File: config.mk
export PLATFORM = sky130hd
export DESIGN_NAME = div_by_3_encoder
export DESIGN_NICKNAME = d
export VERILOG_FILES = /design/src/rtl/div_by_3_encoder.sv
export SDC_FILE = /design/constraint.sdc
export NUM_CORES = 1
export LEC_CHECK = 0
export ABC_CLOCK_PERIOD_IN_PS = 1950
export BUFFER_PORTS_ARGS = -buffer_cell sky130_fd_sc_hd__buf_2
export CORE_ASPECT_RATIO = 1.5
export CORE_MARGIN = 4
export CORE_UTILIZATION = 34
export CTS_CLUSTER_SIZE = 25
export DETAILED_ROUTE_END_ITERATION = 7
export HOLD_SLACK_MARGIN = 0.05
export RECOVER_POWER = 25
export REMOVE_ABC_BUFFERS = 1
export SETUP_SLACK_MARGIN = 0.3
export SLEW_MARGIN = 20
export SYNTH_ARGS = -nofsm -noshare
export SYNTH_HDL_FRONTEND = slang
export SYNTH_SLANG_ARGS = --single-unit
File: constraint.sdc
create_clock -name clk -period 1.95 [get_ports clk]
set_input_delay 0.39 -clock clk [delete_from_list [all_inputs] [get_ports clk]]
set_output_delay 0.39 -clock clk [all_outputs]
set_load 0.02 [all_outputs]
File: src/rtl/div_by_3_encoder.sv
// Serial framer: shifts an N-bit word out MSB-first, then appends a 2-bit
// check code so that the whole (N+2)-bit frame is a multiple of three.
module div_by_3_encoder #(
    parameter int N = 8
) (
    input  logic         clk,
    input  logic         rst,
    input  logic         in_valid,
    output logic         in_ready,
    input  logic [0:N-1] din,
    output logic         ser_out,
    output logic         ser_valid,
    input  logic         ser_ready,
    output logic         ser_last,
    output logic         busy
);

    localparam int CW = $clog2(N + 3);
    localparam logic [CW-1:0] LAST_DATA  = CW'(N - 1);
    localparam logic [CW-1:0] FIRST_CHK  = CW'(N);
    localparam logic [CW-1:0] SECOND_CHK = CW'(N + 1);
    localparam logic [CW-1:0] FRAME_END  = CW'(N + 2);

    typedef enum logic [1:0] {
        IDLE  = 2'd0,
        DATA  = 2'd1,
        CHECK = 2'd2
    } state_t;

    state_t          state_reg;
    logic [N-1:0]    shift_reg;
    logic [N-1:0]    shift_next;
    logic [N-1:0]    din_word;
    logic [CW-1:0]   count_reg;
    logic [1:0]      rem_reg;
    logic [1:0]      rem_next;
    logic [1:0]      check_next;
    logic [1:0]      check_cur;
    logic            handshake;

    // din is declared MSB-at-index-0; flip it into a conventional vector.
    generate
        for (genvar gi = 0; gi < N; gi++) begin : g_din_flip
            assign din_word[N-1-gi] = din[gi];
        end
    endgenerate

    // Running remainder of the bits sent so far; 3 is unreachable and acts as 0.
    function automatic logic [1:0] rem_step(input logic [1:0] r, input logic b);
        case (r)
            2'd1:    rem_step = b ? 2'd0 : 2'd2;
            2'd2:    rem_step = b ? 2'd2 : 2'd1;
            default: rem_step = b ? 2'd1 : 2'd0;
        endcase
    endfunction

    function automatic logic [1:0] check_code(input logic [1:0] r);
        case (r)
            2'd1:    check_code = 2'b10;
            2'd2:    check_code = 2'b01;
            default: check_code = 2'b00;
        endcase
    endfunction

    always_comb begin
        handshake  = ser_valid & ser_ready;
        shift_next = shift_reg << 1;
        rem_next   = rem_step(rem_reg, ser_out);
        check_next = check_code(rem_next);
        check_cur  = check_code(rem_reg);
    end

    always_ff @(posedge clk) begin
        if (rst) begin
            state_reg <= IDLE;
            shift_reg <= '0;
            count_reg <= '0;
            rem_reg   <= 2'd0;
            in_ready  <= 1'b1;
            ser_valid <= 1'b0;
            ser_out   <= 1'b0;
            ser_last  <= 1'b0;
            busy      <= 1'b0;
        end else begin
            case (state_reg)
                IDLE: begin
                    if (in_valid) begin
                        state_reg <= DATA;
                        shift_reg <= din_word;
                        count_reg <= '0;
                        rem_reg   <= 2'd0;
                        in_ready  <= 1'b0;
                        ser_valid <= 1'b1;
                        ser_out   <= din_word[N-1];
                        ser_last  <= 1'b0;
                        busy      <= 1'b1;
                    end
                end
                DATA: begin
                    if (handshake) begin
                        rem_reg   <= rem_next;
                        shift_reg <= shift_next;
                        count_reg <= count_reg + CW'(1);
                        if (count_reg == LAST_DATA) begin
                            // The code depends on the remainder including this bit.
                            state_reg <= CHECK;
                            ser_out   <= check_next[1];
                        end else begin
                            ser_out   <= shift_next[N-1];
                        end
                    end
                end
                CHECK: begin
                    if (handshake) begin
                        if (count_reg == FIRST_CHK) begin
                            ser_out   <= check_cur[0];
                            ser_last  <= 1'b1;
                            count_reg <= SECOND_CHK;
                        end else begin
                            state_reg <= IDLE;
                            count_reg <= FRAME_END;
                            in_ready  <= 1'b1;
                            ser_valid <= 1'b0;
                            ser_out   <= 1'b0;
                            ser_last  <= 1'b0;
                            busy      <= 1'b0;
                        end
                    end
                end
                default: begin
                    state_reg <= IDLE;
                    in_ready  <= 1'b1;
                    ser_valid <= 1'b0;
                    ser_out   <= 1'b0;
                    ser_last  <= 1'b0;
                    busy      <= 1'b0;
                end
            endcase
        end
    end

endmodule

==> summary.txt <==
Status
  – Status: finished, final reports clean

Setup path
  – Dominant cell type by count on the critical path: sky130_fd_sc_hd__buf_4
  – Classification of the worst setup path: reg -> reg
  – Startpoint of the most critical register-to-register path: state_reg[1]
  – Endpoint type of the worst setup path: register
  – CP max-delay cell: sky130_fd_sc_hd__a2111oi_4
  – Delay of the slowest cell on the worst path: 0.41 ns
  – Terminus of the critical flop-to-flop path: in_ready
  – FF-to-FF setup slack: roughly 0.28 ns
  – Sort of element at the start of the critical path: register
  – Biggest fanout along the worst timing path: 5
  – Buffer and inverter count on the worst path: 3
  – Arrival time of data at the critical path endpoint: 1.87 ns
  – Ordered cell list for the critical path: inv_1 > ha_1 > nor2b_4 > a2111oi_4 > buf_4 > buf_4 > a211o_1
  – Endpoint required time on the critical path: between 2 and 2.5 ns
  – Kind of cell adding the most delay to the critical path: compound AO/OA/AOI/OAI gates
  – Worst r2r path cells: 7

Floorplanning
  – Floorplan die width: about 56 microns
  – Initial Util: 36.2%
  – Total die area: between 0.004 and 0.005 sq mm
  – Chip Height: 80.1 microns
  – Row cnt: 25
  – Number of ports placed on the die boundary: 17
  – Placeable Area: 0.00325 sq mm

Timing
  – Shortest period the worst path allows: 1.67 ns
  – Part of the cycle the worst path needs: 85.4%
  – Final setup fails: 0
  – Number of hold violations in the final report: 0
  – Number of pins with negative max-slew slack in the final report: 0
  – Post-route setup slack: 0.284 ns
  – Worst slew slack as a fraction of its limit: 72.4%
  – Pin slew with the least headroom to its limit: 0.415 ns
  – Unrepaired setup endpoints after global routing: true
  – Final-layout setup total negative slack: 0 ns
  – Achievable Freq: 0.600 GHz
  – Final clock skew: 0.00521 ns

Final layout
  – Share of cells above drive strength 1: 37.0%
  – Number of inserted diodes: 0
  – Flip-flop count of the largest register after layout: 7
  – Number of inserted filler cells in the final layout: ~340
  – Total area of multi-input combinational cells: 828 sq um
  – Register area: 385 sq um
  – Layout overhead on the synthesized area: 36.0%
  – Layout Nets: roughly 180

Synthesis
  – Count of flip-flops with a built-in enable after synthesis: 0
  – Post-Syn Area per Cell: 9.21 sq um
  – #FFs+latches synth: 19
  – Netlist area before placement: 0.00118 sq mm
  – Leading cell types by total area after synthesis: sky130_fd_sc_hd__dfxtp_1 (32%), sky130_fd_sc_hd__ha_1 (9.6%), sky130_fd_sc_hd__mux2i_1 (6.8%)
  – Share of async-settable or async-resettable flops after synthesis: 0%
  – Share of Yosys cell area claimed by the top area cell type: 32.3%
  – Unique masters post-synth: 40
  – Dominant register cell in the synthesized netlist: sky130_fd_sc_hd__dfxtp_1
  – Biggest area consumer among synthesized cells: sky130_fd_sc_hd__dfxtp_1
  – Share of synthesized area occupied by flip-flops and latches: 32.3%
  – Number of cells produced by synthesis: 128
  – Warning count from the yosys run: 0

Hold path
  – Cell depth of the worst hold path: 3
  – End of the worst hold path: shift_reg[0]
  – Hold_sp: din[7]
  – Path type of the worst min-delay path: in -> reg

Clocking
  – Clock sink count: 19
  – Bufs on Longest Clock Path: 2
  – Insertion delay to the later sink of the worst-skew pair: 0.26 ns
  – Count of hold-fix buffers inserted at cts: 0
  – Clock buffer count from CTS: 3
  – CTS tree: built
  – Number of levels the H-tree was split into: 1
  – Clock Pin Slew Worst Setup and Hold Paths: 0.07 ns
  – Clock Root Buffer: sky130_fd_sc_hd__clkbuf_8

Placed design
  – Setup slack after placement: between 0.15 and 0.2 ns
  – Routability congestion estimate from global placement: 0.873
  – Detailed-placement wirelength estimate: 2.07 mm
  – Number of port buffers: 16

Routing
  – Number of iterations in the first detailed-routing pass: 4
  – Detail Route Antenna Nets: 0
  – Via count: 1120
  – Via count normalized by instance count: 5.54
  – DRC violation count after routing: 0
  – DRT Wirelength: 3.24 mm
  – Detail-routed net length per standard cell: 16.0 microns
  – Iteration-0 DRC count of the detailed router: 25

Pwr
  – Total design power: around 2500 uW
  – Max IR drop VDD: approximately 0.91 mV
  – P_leak: approximately 0.00063 uW
  – Pwr Density: about 1600 mW/mm^2

GRT
  – GRT Total Usage: 13.4%
  – Wire length of the first global-routing pass: 4.79 mm
  – Antenna violations before repair: 0
  – Number of global-route vias before repair: 1129
  – Remaining global-route overflow: 0
  – Pin count of the biggest net entering global routing: 22

Job
  – Reported max-cap violation count: 0
==> metrics by stage <==
step	cells	utilization [%]	cell area (sq um)	hold slack, ns
floorplan	120	-	1140	0.443
global placement	181	40.2	1310	0.477
detailed placement	181	40.2	1310	0.474
CTS	191	44.5	1450	0.412
global route	202	49.3	1600	0.422
finish	202	49.3	1600	0.412
==> placed cells by master (no fill, tap or decap), types with 4 or more instances in the layout <==
cell type                  count
sky130_fd_sc_hd__dfxtp_2       4
sky130_fd_sc_hd__inv_1         6
sky130_fd_sc_hd__ha_1          7
sky130_fd_sc_hd__buf_4        18
sky130_fd_sc_hd__a21oi_1      13
sky130_fd_sc_hd__nor2_1        4
sky130_fd_sc_hd__a311oi_1      5
sky130_fd_sc_hd__buf_2        12
sky130_fd_sc_hd__dfxtp_1      15
sky130_fd_sc_hd__clkbuf_1      5
sky130_fd_sc_hd__nand3_1       5
sky130_fd_sc_hd__mux2i_1       8
sky130_fd_sc_hd__o21ai_0       4
==> layer usage <==
layer / global-route usage [%] / share of wire, % / up-vias
li1: - / - / 551
met1: 14.2 / 40 / 529
met2: 24.8 / 54 / 30
met3: 1.61 / 3.3 / 10
met4: 8.08 / 2.5 / 0
met5: 0 / 0 / -
==> cells in the mapped netlist (4+ instances only) <==
| cell | count |
|---|---|
| sky130_fd_sc_hd__buf_2 | 5 |
| sky130_fd_sc_hd__nand3_1 | 5 |
| sky130_fd_sc_hd__dfxtp_1 | 19 |
| sky130_fd_sc_hd__a211oi_1 | 4 |
| sky130_fd_sc_hd__o21ai_0 | 4 |
| sky130_fd_sc_hd__mux2i_1 | 8 |
| sky130_fd_sc_hd__nor2_1 | 4 |
| sky130_fd_sc_hd__inv_1 | 8 |
| sky130_fd_sc_hd__a311oi_1 | 6 |
| sky130_fd_sc_hd__a21oi_1 | 13 |
| sky130_fd_sc_hd__ha_1 | 9 |
| sky130_fd_sc_hd__nand2_1 | 4 |
==> power breakdown <==
part	leakage (uW)	internal, uW	switching, uW
Combinational	0.000452	805	848
Sequential	0.000157	506	84.3
Clock	0.0000228	145	133
==> layout make-up <==
type	instances	area share, %
well taps	40	3.12
flip-flops and latches	19	24.0
repair buffers	38	16.5
multi-input cells	93	51.7
inverters	8	1.87
clock buffers	4	2.81
==> how the worst max path moves through the flow <==
stage,from,to,cells after the start
after global placement,state_reg[0],state_reg[0],7
after floorplan,state_reg[1],state_reg[0],6
after CTS,state_reg[1],shift_reg[3],8
after detailed placement,state_reg[0],state_reg[0],7
after global routing,state_reg[1],in_ready,7
final,state_reg[1],in_ready,7
==> timing repair <==
action,CTS,global route
gates resized for setup,14,17
setup buffers,6,11
setup endpoints to repair,17,14
pin swaps,4,7
==> cells by family (layout without fill, tap and decap cells) <==
family,after synthesis,in the layout,synth area share (%)
compound gates,41,41,26.5
simple gates,33,33,17.2
flops,19,19,32.3
buf+inv,16,50,5.95
fa+ha+maj,9,9,9.55
mux,9,9,7.75
xor+xnor,1,1,0.743
==> worst reg2reg max path: cells and delay by family, from the launching register on <==
kind	cells	cell delay, ns
fa+ha+maj	1	0.22
compound gates	2	0.53
simple gates	1	0.16
buf+inv	3	0.36
flops	1	0.35
(Power assumes the default switching activity.)
